<file path="src/rtl/reg_file_mp_pkg.sv">
// Shared constants, types and slice helpers for the multi-port register file.
package reg_file_mp_pkg;

  localparam int unsigned NWP     = 2;
  localparam int unsigned DW_DEF  = 8;
  localparam int unsigned PW_DEF  = 4;
  localparam int unsigned PCW_DEF = 12;

  typedef enum logic {
    WP_ALU  = 1'b0,
    WP_LOAD = 1'b1
  } wp_e;

  typedef logic [PW_DEF-1:0]  addr_t;
  typedef logic [DW_DEF-1:0]  data_t;
  typedef logic [PCW_DEF-1:0] pc_t;

  // Pick one write port's field out of a packed per-port bus at default widths
  function automatic addr_t wr_addr_of(input logic [NWP*PW_DEF-1:0] bus, input wp_e p);
    return (p == WP_LOAD) ? bus[2*PW_DEF-1:PW_DEF] : bus[PW_DEF-1:0];
  endfunction

  function automatic data_t wr_dat_of(input logic [NWP*DW_DEF-1:0] bus, input wp_e p);
    return (p == WP_LOAD) ? bus[2*DW_DEF-1:DW_DEF] : bus[DW_DEF-1:0];
  endfunction

endpackage

</file>
<file path="src/rtl/reg_file_mp_if.sv">
// Register-file access bundle: write ports with PC tag, read ports, status.
interface reg_file_mp_if
  import reg_file_mp_pkg::*;
#(
  parameter int unsigned DW  = DW_DEF,
  parameter int unsigned PW  = PW_DEF,
  parameter int unsigned NR  = 2,
  parameter int unsigned PCW = PCW_DEF
);

  logic                 clr;
  logic [PCW-1:0]       prog_ctr;
  logic [NWP-1:0]       wr_en;
  logic [NWP*PW-1:0]    wr_addr;
  logic [NWP*DW-1:0]    wr_dat;
  logic [NR*PW-1:0]     rd_addr;
  logic [NR*DW-1:0]     rd_dat;
  logic [(2**PW)-1:0]   valid;
  logic [NWP-1:0]       wr_drop;

  modport master (
    output clr, prog_ctr, wr_en, wr_addr, wr_dat, rd_addr,
    input  rd_dat, valid, wr_drop
  );

  modport slave (
    input  clr, prog_ctr, wr_en, wr_addr, wr_dat, rd_addr,
    output rd_dat, valid, wr_drop
  );

endinterface

</file>
<file path="src/rtl/rf_wr_guard.sv">
// Per-write-port PC guard: a held-over instruction may write only once.
module rf_wr_guard #(
  parameter int unsigned PCW = 12
) (
  input  logic           clk,
  input  logic           rst_n,
  input  logic           clr,
  input  logic           wr_en,
  input  logic [PCW-1:0] prog_ctr,
  output logic           accept_c,
  output logic           wr_drop
);

  logic [PCW-1:0] last_pc;
  logic           guard_vld;
  logic           blocked_c;

  assign blocked_c = guard_vld && (prog_ctr == last_pc);
  assign accept_c  = wr_en && !blocked_c && !clr;

  always_ff @(posedge clk or negedge rst_n) begin
    if (!rst_n) begin
      last_pc   <= '1;
      guard_vld <= 1'b0;
      wr_drop   <= 1'b0;
    end else begin
      wr_drop <= wr_en && blocked_c && !clr;
      if (clr) begin
        guard_vld <= 1'b0;
      end else if (accept_c) begin
        last_pc   <= prog_ctr;
        guard_vld <= 1'b1;
      end
    end
  end

endmodule

</file>
<file path="src/rtl/reg_file_mp.sv">
// Multi-port register file: NR combinational reads, two PC-guarded writes, valid mask, sync clear.
// Optional write-to-read forwarding when REG_FILE_MP_BYPASS_EN is defined.
module reg_file_mp
  import reg_file_mp_pkg::*;
#(
  parameter int unsigned DW  = DW_DEF,
  parameter int unsigned PW  = PW_DEF,
  parameter int unsigned NR  = 2,
  parameter int unsigned PCW = PCW_DEF
) (
  input logic          clk,
  input logic          rst_n,
  reg_file_mp_if.slave bus
);

  localparam int unsigned DEPTH = 2**PW;

  logic [DW-1:0]    core [DEPTH];
  logic [DEPTH-1:0] valid_q;
  logic [NWP-1:0]   accept_c;
  logic [NWP-1:0]   wr_drop_q;

  for (genvar p = 0; p < NWP; p++) begin : g_guard
    rf_wr_guard #(.PCW(PCW)) u_guard (
      .clk      (clk),
      .rst_n    (rst_n),
      .clr      (bus.clr),
      .wr_en    (bus.wr_en[p]),
      .prog_ctr (bus.prog_ctr),
      .accept_c (accept_c[p]),
      .wr_drop  (wr_drop_q[p])
    );
  end

  // Port order gives the load port the last word on a same-address collision
  always_ff @(posedge clk or negedge rst_n) begin
    if (!rst_n) begin
      core    <= '{default: '0};
      valid_q <= '0;
    end else if (bus.clr) begin
      core    <= '{default: '0};
      valid_q <= '0;
    end else begin
      for (int unsigned p = 0; p < NWP; p++) begin
        if (accept_c[p]) begin
          core[bus.wr_addr[p*PW +: PW]]    <= bus.wr_dat[p*DW +: DW];
          valid_q[bus.wr_addr[p*PW +: PW]] <= 1'b1;
        end
      end
    end
  end

  for (genvar r = 0; r < NR; r++) begin : g_rd
    logic [PW-1:0] ra_c;
    logic [DW-1:0] rd_c;

    assign ra_c = bus.rd_addr[r*PW +: PW];

    always_comb begin
      rd_c = core[ra_c];
`ifdef REG_FILE_MP_BYPASS_EN
      for (int unsigned p = 0; p < NWP; p++) begin
        if (accept_c[p] && (bus.wr_addr[p*PW +: PW] == ra_c)) begin
          rd_c = bus.wr_dat[p*DW +: DW];
        end
      end
`endif
    end

    assign bus.rd_dat[r*DW +: DW] = rd_c;
  end

  assign bus.valid   = valid_q;
  assign bus.wr_drop = wr_drop_q;

endmodule

</file>
<file path="src/flat_wrapper.sv">
// flat-port wrapper written by rule: the top's interface ports become plain ports
module reg_file_mp_flat import reg_file_mp_pkg::*;
#(
  parameter int unsigned DW  = DW_DEF,
  parameter int unsigned PW  = PW_DEF,
  parameter int unsigned NR  = 2,
  parameter int unsigned PCW = PCW_DEF
)
  (clk, rst_n, bus_clr, bus_prog_ctr, bus_wr_en, bus_wr_addr, bus_wr_dat, bus_rd_addr, bus_rd_dat, bus_valid, bus_wr_drop);
  reg_file_mp_if #(.DW(DW), .PW(PW), .NR(NR), .PCW(PCW)) bus_i ();
  input logic clk;
  input logic rst_n;
  input wire logic [$bits(bus_i.clr)-1:0] bus_clr;
  input wire logic [$bits(bus_i.prog_ctr)-1:0] bus_prog_ctr;
  input wire logic [$bits(bus_i.wr_en)-1:0] bus_wr_en;
  input wire logic [$bits(bus_i.wr_addr)-1:0] bus_wr_addr;
  input wire logic [$bits(bus_i.wr_dat)-1:0] bus_wr_dat;
  input wire logic [$bits(bus_i.rd_addr)-1:0] bus_rd_addr;
  output wire logic [$bits(bus_i.rd_dat)-1:0] bus_rd_dat;
  output wire logic [$bits(bus_i.valid)-1:0] bus_valid;
  output wire logic [$bits(bus_i.wr_drop)-1:0] bus_wr_drop;
  assign bus_i.clr = bus_clr;
  assign bus_i.prog_ctr = bus_prog_ctr;
  assign bus_i.wr_en = bus_wr_en;
  assign bus_i.wr_addr = bus_wr_addr;
  assign bus_i.wr_dat = bus_wr_dat;
  assign bus_i.rd_addr = bus_rd_addr;
  assign bus_rd_dat = bus_i.rd_dat;
  assign bus_valid = bus_i.valid;
  assign bus_wr_drop = bus_i.wr_drop;
  reg_file_mp #(.DW(DW), .PW(PW), .NR(NR), .PCW(PCW)) u_core (.clk(clk), .rst_n(rst_n), .bus(bus_i));
endmodule
</file>
<file path="config.mk">
export PLATFORM = sky130hd
export DESIGN_NAME = reg_file_mp_flat
export DESIGN_NICKNAME = d
export VERILOG_FILES = /design/src/rtl/reg_file_mp_pkg.sv /design/src/rtl/reg_file_mp_if.sv /design/src/rtl/rf_wr_guard.sv /design/src/rtl/reg_file_mp.sv /design/src/flat_wrapper.sv
export SDC_FILE = /design/constraint.sdc
export NUM_CORES = 1
export LEC_CHECK = 0
export BUFFER_PORTS_ARGS = -buffer_cell sky130_fd_sc_hd__buf_2
export CORE_MARGIN = 4
export CORE_UTILIZATION = 30
export CTS_CLUSTER_DIAMETER = 60
export DETAILED_ROUTE_END_ITERATION = 8
export SYNTH_ARGS = -nofsm -noshare
export SYNTH_HDL_FRONTEND = slang
export SYNTH_SLANG_ARGS = --single-unit
</file>
<file path="constraint.sdc">
create_clock -name clk -period 2.3 [get_ports clk]
set_input_delay 0.115 -clock clk [delete_from_list [all_inputs] [get_ports clk]]
set_output_delay 0.115 -clock clk [all_outputs]
set_load 0.1 [all_outputs]
</file>
* Word level (Yosys, flattened, before mapping)
Cells that the tools add are included.
** Word-level totals
- Register bits after elaboration :: 172
- Input bits :: 49
- Output and inout port bits :: 34
- Logic and storage cells :: 91
** Cells by class
- Magnitude comparators :: 10
- Reduce and logical (&&, ||, !) cells :: 21
- Mux-type cells :: 28
- Eq/ne operators :: 2
- Bitwise logic cells :: 7
** Operator list (count)
- 128-bit 2-to-1 mux :: 4
- 128-bit bitwise mux :: 2
- 8-bit binary-select mux with 4-bit select :: 2
- 8-bit demux with 4-bit select :: 2
- 16-bit 2-to-1 mux :: 4
- 8-bit 2-to-1 mux :: 6
- 16-bit OR :: 2
- 12-bit equality test :: 2
- 5-bit greater-or-equal comparator (second input constant) :: 4
- 4-bit NOT with 5-bit output :: 4
- 1-bit logical AND :: 14
- 4-bit by 5-bit less-than comparator with 1-bit output (second input constant) :: 2
- 5-bit by 1-bit less-than comparator with 1-bit output (second input constant) :: 2
- 1-bit demux with 4-bit select :: 2
- 4-bit by 1-bit greater-or-equal comparator with 1-bit output (second input constant) :: 2
- 1-bit 2-to-1 mux :: 6
- 2-bit AND reduction :: 2
- 2-bit nonzero test :: 2
- 1-bit zero test :: 3
- 1-bit NOT :: 1

* Longest topological paths before layout
Gate-level depths: netlist (run 1).
- Depth after elaboration :: 11
- Gate-level depth with buffers :: 8
- Depth with buffers taken out :: 5

* Hierarchy
A second synthesis (run 1) with hierarchy kept.
** Unflattened totals
- Cell total of the unflattened synthesis :: 1116
- Area, all modules :: 10913.0 um2
** Modules (own cells, without submodules)
- reg_file_mp :: sequential area each 3603.5 um2, cells an instance 1016, times used 1, area each 9536.6 um2
- rf_wr_guard :: sequential area each 365.4 um2, cells an instance 50, times used 2, area each 688.2 um2

* Worst setup path after synthesis (run 1)
No wires, ideal clock.
- Path type :: input-to-output
- Start point :: input port bus_rd_addr[4]
- End point :: output port bus_rd_dat[10]
- Stages :: 4
- Buffers on the path :: 2
- Required time :: 2.185 ns
- Arrival :: 2.214 ns
- Path slack :: -0.029 ns
- Cell sequence :: clkbuf_1 -> buf_1 -> mux4_2 -> mux4_2
** On the way
- Word-level cells in the longest chain between the ends :: 4
** RTL lines
- start, declared :: line flat_wrapper.sv:18 : input wire logic [$bits(bus_i.rd_addr)-1:0] bus_rd_addr;
- 4-bit NOT with 5-bit output (implied by the code) :: line reg_file_mp.sv:60 : rd_c = core[ra_c];
- 8-bit binary-select mux with 4-bit select :: line reg_file_mp.sv:60
- 8-bit 2-to-1 mux (implied by the code) (2 in a row) :: line reg_file_mp.sv:60
- end, declared :: line flat_wrapper.sv:19 : output wire logic [$bits(bus_i.rd_dat)-1:0] bus_rd_dat;
No other way between the ends. The select of a mux whose other input is x is not followed.

* Worst setup path after layout (run 1)
- Start point :: register u_core.core[4] (netlist bit)
- End point :: output port bus_rd_dat[4]
** On the way
- Word-level cells in the longest chain between the ends :: 3
** RTL lines
- start, declared :: line reg_file_mp.sv:18 : logic [DW-1:0] core [DEPTH];
- start signal, assigned by index :: line reg_file_mp.sv:46 : core[bus.wr_addr[p*PW +: PW]] <= bus.wr_dat[p*DW +: DW];
- 8-bit binary-select mux with 4-bit select :: line reg_file_mp.sv:60
- 8-bit 2-to-1 mux (implied by the code) (2 in a row) :: line reg_file_mp.sv:60
No other way between the ends. The select of a mux whose other input is x is not followed.

==> results.json, run 1 <==
{
  "final_area_um2": 13300,
  "yosys_warnings": 0,
  "grt_max_degree": 81,
  "antenna_cells": 0,
  "ys_seq_elements": 172,
  "drc": 0,
  "initial_core_util_pct": 30.4,
  "grt_pass1_wl_mm": 69.9,
  "htree_num_levels": 4,
  "gp_congestion": 0.935,
  "cap_violations": 0,
  "netlist_area_um2": 11400,
  "path_buf_inv": 1,
  "critPathTopFamily": "multiplexers",
  "startpoint": "u_core.core[4]$_DFF_PN0_",
  "worst_path_max_delay_cell": "mux4_2",
  "synth_top_area_cell": "dfrtp_1",
  "syn_to_final_growth_pct": 16.9,
  "hpwl_mm": 30.6,
  "cp_data_arrival_time_ns": 2.18,
  "drtIter0Drc": 1571,
  "startpoint_type": "flip-flop",
  "io_pins": 83,
  "core_um2": 37600,
  "synth_edf_count": 0,
  "min_period_over_period_pct": 99.6,
  "final_core_util_pct": 35.5,
  "finalNonFillerCells": 1666,
  "cp_max_fo": 3,
  "finalClockSkew_ns": 0.00826,
  "grt_pass1_vias": 10689,
  "async_flop_share_pct": 100,
  "place_inst": 1619,
  "die_w_um": 203,
  "worst-path-stages": 3,
  "rows": 71,
  "cp.required_ns": 2.18,
  "hp-class": "in -> reg",
  "endpoint": "bus_rd_dat[4]",
  "synth_top_area_share_pct": 32.5,
  "dr.pass1.iters": 8,
  "dpl_cell_area_um2": 12500,
  "port_buffers": 82,
  "rsz0062_at_grt": "yes",
  "status": "finished, final reports clean",
  "grt_antenna_before_repair": 1,
  "clock-sinks": 172,
  "crit_type": "reg -> out",
  "rr_worst_depth": 6,
  "layout_min_cycle_time_ns": 2.29,
  "syn_inst": 1134,
  "ys_seq_area_share_pct": 38.0,
  "detail_route.wl_per_cell_um": 27.4,
  "end_kind": "output pin",
  "r2r_slack_ns": 0.07,
  "clkLatencyLatePin_ns": 0.45,
  "ys_top_cells_by_area": "dfrtp_1 32%, mux4_2 16%, a311oi_1 9.8%",
  "syn-num-nets": 1183,
  "gr-total-overflow": 0,
  "cts_inserted_buffers": 17,
  "synth_commonest_cells": "148 x dfrtp_1, 128 x a311oi_1, 126 x o21ai_0",
  "via_count": 11064,
  "critical-path-max-stage-delay_ns": 0.58,
  "timing.rr.end": "u_core.core[58]$_DFF_PN0_",
  "synth_area_per_cell_um2": 10.1,
  "ys_types": 37,
  "routed_via_density": 6.64,
  "p_per_area_nw_per_um2": 554,
  "hold_violations": 0,
  "slew_headroom_pct": 37.3,
  "max_freq_ghz": 0.437,
  "ant_nets": 0,
  "nNetsFinal": 1191,
  "num-fill-cells": 3766,
  "track_usage_pct": 21.8,
  "worstMarginPinSlew_ns": 0.941,
  "ir_worst_vdd_mv": 0.477,
  "fin_hold_ws_ns": 0.0163,
  "layout-drive-gt1-share_pct": 27.7,
  "cts_buffer_depth": 2,
  "die_h_um": 203,
  "setup_violations": 0,
  "r2r-start": "u_core.g_guard[0].u_guard.last_pc[10]$_DFFE_PN1P_",
  "worstPathCellList": "mux4_2, mux4_2, buf_8",
  "finalWirelength_mm": 45.6,
  "cts_root_buffer": "clkbuf_16",
  "cts.clk_slew.worst_paths_ns": 0.06,
  "slew_violations": 0,
  "cp_common_cell": "mux4_2",
  "cts_tree": "done",
  "die_area_um2": 41200,
  "fin_tns_setup_ns": 0,
  "leakagePower_uw": 0.00470,
  "ys.flop_type": "dfrtp_1",
  "post_cts_buffers": 0,
  "synthMostInstantiatedCell": "dfrtp_1"
}
==> kinds of logic (layout without fill, tap and decap cells) <==
kind of cell	Yosys count	count (layout)	synth area share [%]
DFF	172	172	38.0
AOI/OAI and AO/OA	278	278	16.6
muxes	99	99	17.7
xor gates and xnor gates	24	24	1.84
and+or+nand+nor	380	380	19.1
buffers and inverters	181	202	6.86
==> stage by stage <==
| step | power (uW) | worst slack, ns |
|---|---|---|
| after floorplan | 3960 | 0.0265 |
| after global placement | 4380 | 0.154 |
| after detailed placement | 4400 | 0.0667 |
| after CTS | 7380 | 0.000798 |
| after global routing | 7610 | -0.0248 |
| final | 7390 | 0.00975 |
==> sequential cells by signal (all words and copies together), names as in the netlist <==
| signal | cells |
|---|---|
| u_core.bus.valid | 16 |
| u_core.core | 128 |
| u_core.g_guard.u_guard.guard_vld | 2 |
| u_core.g_guard.u_guard.wr_drop | 2 |
| u_core.g_guard.u_guard.last_pc | 24 |
==> worst min path at each step <==
stage / cells after the start / from / end / slack, ns
2_1_floorplan: 0 / rst_n / u_core.bus.valid[0]$_DFF_PN0_ / -0.18
3_3_place_gp: 1 / rst_n / u_core.bus.valid[6]$_DFF_PN0_ / 0.07
3_5_place_dp: 1 / rst_n / u_core.bus.valid[6]$_DFF_PN0_ / 0.06
4_1_cts: 2 / bus_prog_ctr[11] / u_core.g_guard[0].u_guard.last_pc[11]$_DFFE_PN1P_ / 0.006
5_1_grt: 2 / bus_prog_ctr[11] / u_core.g_guard[0].u_guard.last_pc[11]$_DFFE_PN1P_ / 0.01
6_report: 2 / bus_prog_ctr[11] / u_core.g_guard[0].u_guard.last_pc[11]$_DFFE_PN1P_ / 0.02
==> power breakdown <==
part	internal, uW	switching, uW
combinational	386	746
sequential	3180	84.5
clock	1670	1320
==> cells in the final DEF, fill, tap and decap left out, types with 50 or more instances in the layout <==
cell type | netlist | layout
o21ai_0 | 126 | 126
buf_2 | 23 | 64
nor4_1 | 76 | 73
dfrtp_1 | 148 | 148
nor3_1 | 58 | 58
buf_4 | 2 | 50
mux4_2 | 80 | 80
nand4_1 | 60 | 60
or3_1 | 73 | 68
a311oi_1 | 128 | 128
==> final cells by class <==
type                       instances  area [um2]  area share, %
clock buffer                      25         549           4.12
inverter                          10        37.5          0.281
clock inverter                     7        47.5          0.356
sequential                       172        4330           32.5
timing repair buffer             160        1380           10.4
multi-input combinational        781        6350           47.6
tap                              511         639           4.79
==> worst register-to-register path: stages, from the launching register on <==
cell and delay [ns]:
dfstp_2 0.54, xor2_1 0.09, nor4_2 0.34, and4_4 0.40
buf_16 0.26, o21ai_0 0.17, a311oi_1 0.32
==> metal layers <==
layer  part of all wire, %  up-vias  track usage [%]
met1                    41     5574             31.0
li1                      -     4556                -
met3                    10      120             4.87
met4                   4.4        2             8.70
met2                    44      812             32.3
met5                 0.015        -                0
==> repair_timing <==
action,CTS,global route
hold buffers,15,0
resized for setup,19,21
endpoints found under the hold margin,59,0
pin swaps,0,5
endpoints found under the setup margin,15,129
Note: power is estimated with default switching activity, not from simulation.
==> run 2, diff against run 1 <==
==> constraint.sdc (replaced) <==
create_clock -name clk -period 2.3 [get_ports clk]
set_input_delay 0.69 -clock clk [delete_from_list [all_inputs] [get_ports clk]]
set_output_delay 0.69 -clock clk [all_outputs]
set_load 0.1 [all_outputs]
==> results.json, run 2 (synthesis gave the netlist of run 1 again) <==
{
  "status": "complete, but fails checks",
  "violations": "negative setup slack",
  "slew_headroom_pct": 32.0,
  "worstMarginPinSlew_ns": 1.02,
  "largest_register_ffs": 128,
  "drc": 0,
  "track_usage_pct": 24.2,
  "ir_worst_vdd_mv": 0.538,
  "pre_cts_slack_ns": -0.794,
  "routed_via_density": 6.50,
  "hold_violations": 0,
  "rr_worst_depth": 7,
  "cp.required_ns": 1.61,
  "layout-drive-gt1-share_pct": 35.3,
  "dpl_cell_area_um2": 13500,
  "power_uw": 7500,
  "gp_congestion": 1.01,
  "crit_type": "in -> out",
  "die_area_um2": 41200,
  "gr-total-overflow": 0,
  "max_freq_ghz": 0.341,
  "via_count": 11477,
  "startpoint_type": "input pin",
  "io_pins": 83,
  "dr.pass1.iters": 5,
  "cp_max_fo": 7,
  "cts_root_buffer": "clkbuf_16",
  "hp-class": "in -> async",
  "setup_violations": 16,
  "cap_violations": 0,
  "die_h_um": 203,
  "p_per_area_nw_per_um2": 509,
  "slew_violations": 0,
  "finalWirelength_mm": 50.8,
  "min_period_over_period_pct": 128,
  "grt_pass1_wl_mm": 75.3,
  "port_buffers": 82,
  "cts_buffer_depth": 2,
  "hpwl_mm": 35.8,
  "die_w_um": 203,
  "htree_num_levels": 4,
  "top_register": "u_core.core",
  "detail_route.wl_per_cell_um": 28.8,
  "rsz0062_at_grt": "yes",
  "grt_pass1_vias": 10956,
  "cts_tree": "done",
  "cp_data_arrival_time_ns": 2.25,
  "final_cell_mix": "143 x dfrtp_1, 126 x o21ai_0, 125 x a311oi_1",
  "setup_ws_ns": -0.636,
  "core_um2": 37600,
  "grt_max_degree": 84,
  "layout_commonest_cell": "dfrtp_1",
  "end_kind": "output pin",
  "cts.clk_slew.worst_paths_ns": 0.07,
  "clock-sinks": 172,
  "finalClockSkew_ns": 0.0156,
  "nNetsFinal": 1289,
  "r2r-start": "u_core.g_guard[0].u_guard.last_pc[6]$_DFFE_PN1P_",
  "drtIter0Drc": 1629,
  "r2r_slack_ns": 0.10,
  "cts_inserted_buffers": 17,
  "initial_core_util_pct": 30.4,
  "fin_hold_ws_ns": 0.182,
  "clkLatencyLatePin_ns": 0.46,
  "ant_nets": 0,
  "layout_min_cycle_time_ns": 2.94,
  "rows": 71,
  "final_area_um2": 14700,
  "finalNonFillerCells": 1766,
  "grt_antenna_before_repair": 4,
  "timing.rr.end": "u_core.core[82]$_DFF_PN0_",
  "place_inst": 1710,
  "leakagePower_uw": 0.00539,
  "syn_to_final_growth_pct": 28.9
}
==> run 2: area by class of cell <==
| class | instances | area (um2) |
|---|---|---|
| antenna | 2 | 5.00 |
| clock buffer | 17 | 425 |
| clock inverter | 15 | 130 |
| fill | 3652 | 22900 |
| inverter | 10 | 37.5 |
| multi-input combinational | 781 | 6390 |
| sequential | 172 | 4340 |
| tap | 511 | 639 |
| timing repair buffer | 258 | 2750 |
==> run 2: worst max path at each step <==
stage / startpoint / endpoint / slack [ns] / cells past startpoint
after floorplan: bus_rd_addr[1] / bus_rd_dat[0] / -0.58 / 4
after global placement: bus_rd_addr[1] / bus_rd_dat[4] / -0.78 / 5
after detailed placement: bus_rd_addr[1] / bus_rd_dat[4] / -0.79 / 5
after CTS: bus_rd_addr[1] / bus_rd_dat[4] / -0.64 / 6
after global routing: bus_rd_addr[1] / bus_rd_dat[4] / -0.66 / 6
final: bus_rd_addr[1] / bus_rd_dat[4] / -0.64 / 6
==> run 2: what timing repair did <==
| action | 4_1_cts | 5_1_grt |
|---|---|---|
| gates resized for setup | 81 | 21 |
| endpoints found under the setup margin | 19 | 111 |
| setup buffers | 12 | 4 |
| hold buffers | 0 | 0 |
| pin swaps | 1 | 5 |
| gates cloned | 5 | 2 |
==> run 2: worst max-delay path: stages <==
cell and delay (ns):
buf_12 0.09, buf_12 0.13, buf_8 0.13, mux4_2 0.48, mux4_2 0.52, buf_12 0.19
==> run 2: per-stage QoR <==
step | util (%) | setup TNS [ns]
2_1_floorplan | - | -9.11
3_3_place_gp | 35.8 | -45.59
3_5_place_dp | 35.8 | -51.26
4_1_cts | 38.7 | -9.21
5_1_grt | 39.1 | -9.92
6_report | 39.2 | -9.16
==> run 2: power by group <==
part           switching [uW]  internal [uW]
logic                     782            537
registers                 120           3180
clock network            1450           1420
==> run 2: routing by layer <==
layer  routed length (um)  track usage (%)  up-vias
li1                     -                -     4764
met5                   40                0        -
met2                22100             34.9      835
met1                20200             33.9     5727
met3                 6540             8.31      145
met4                 1990             8.60        6
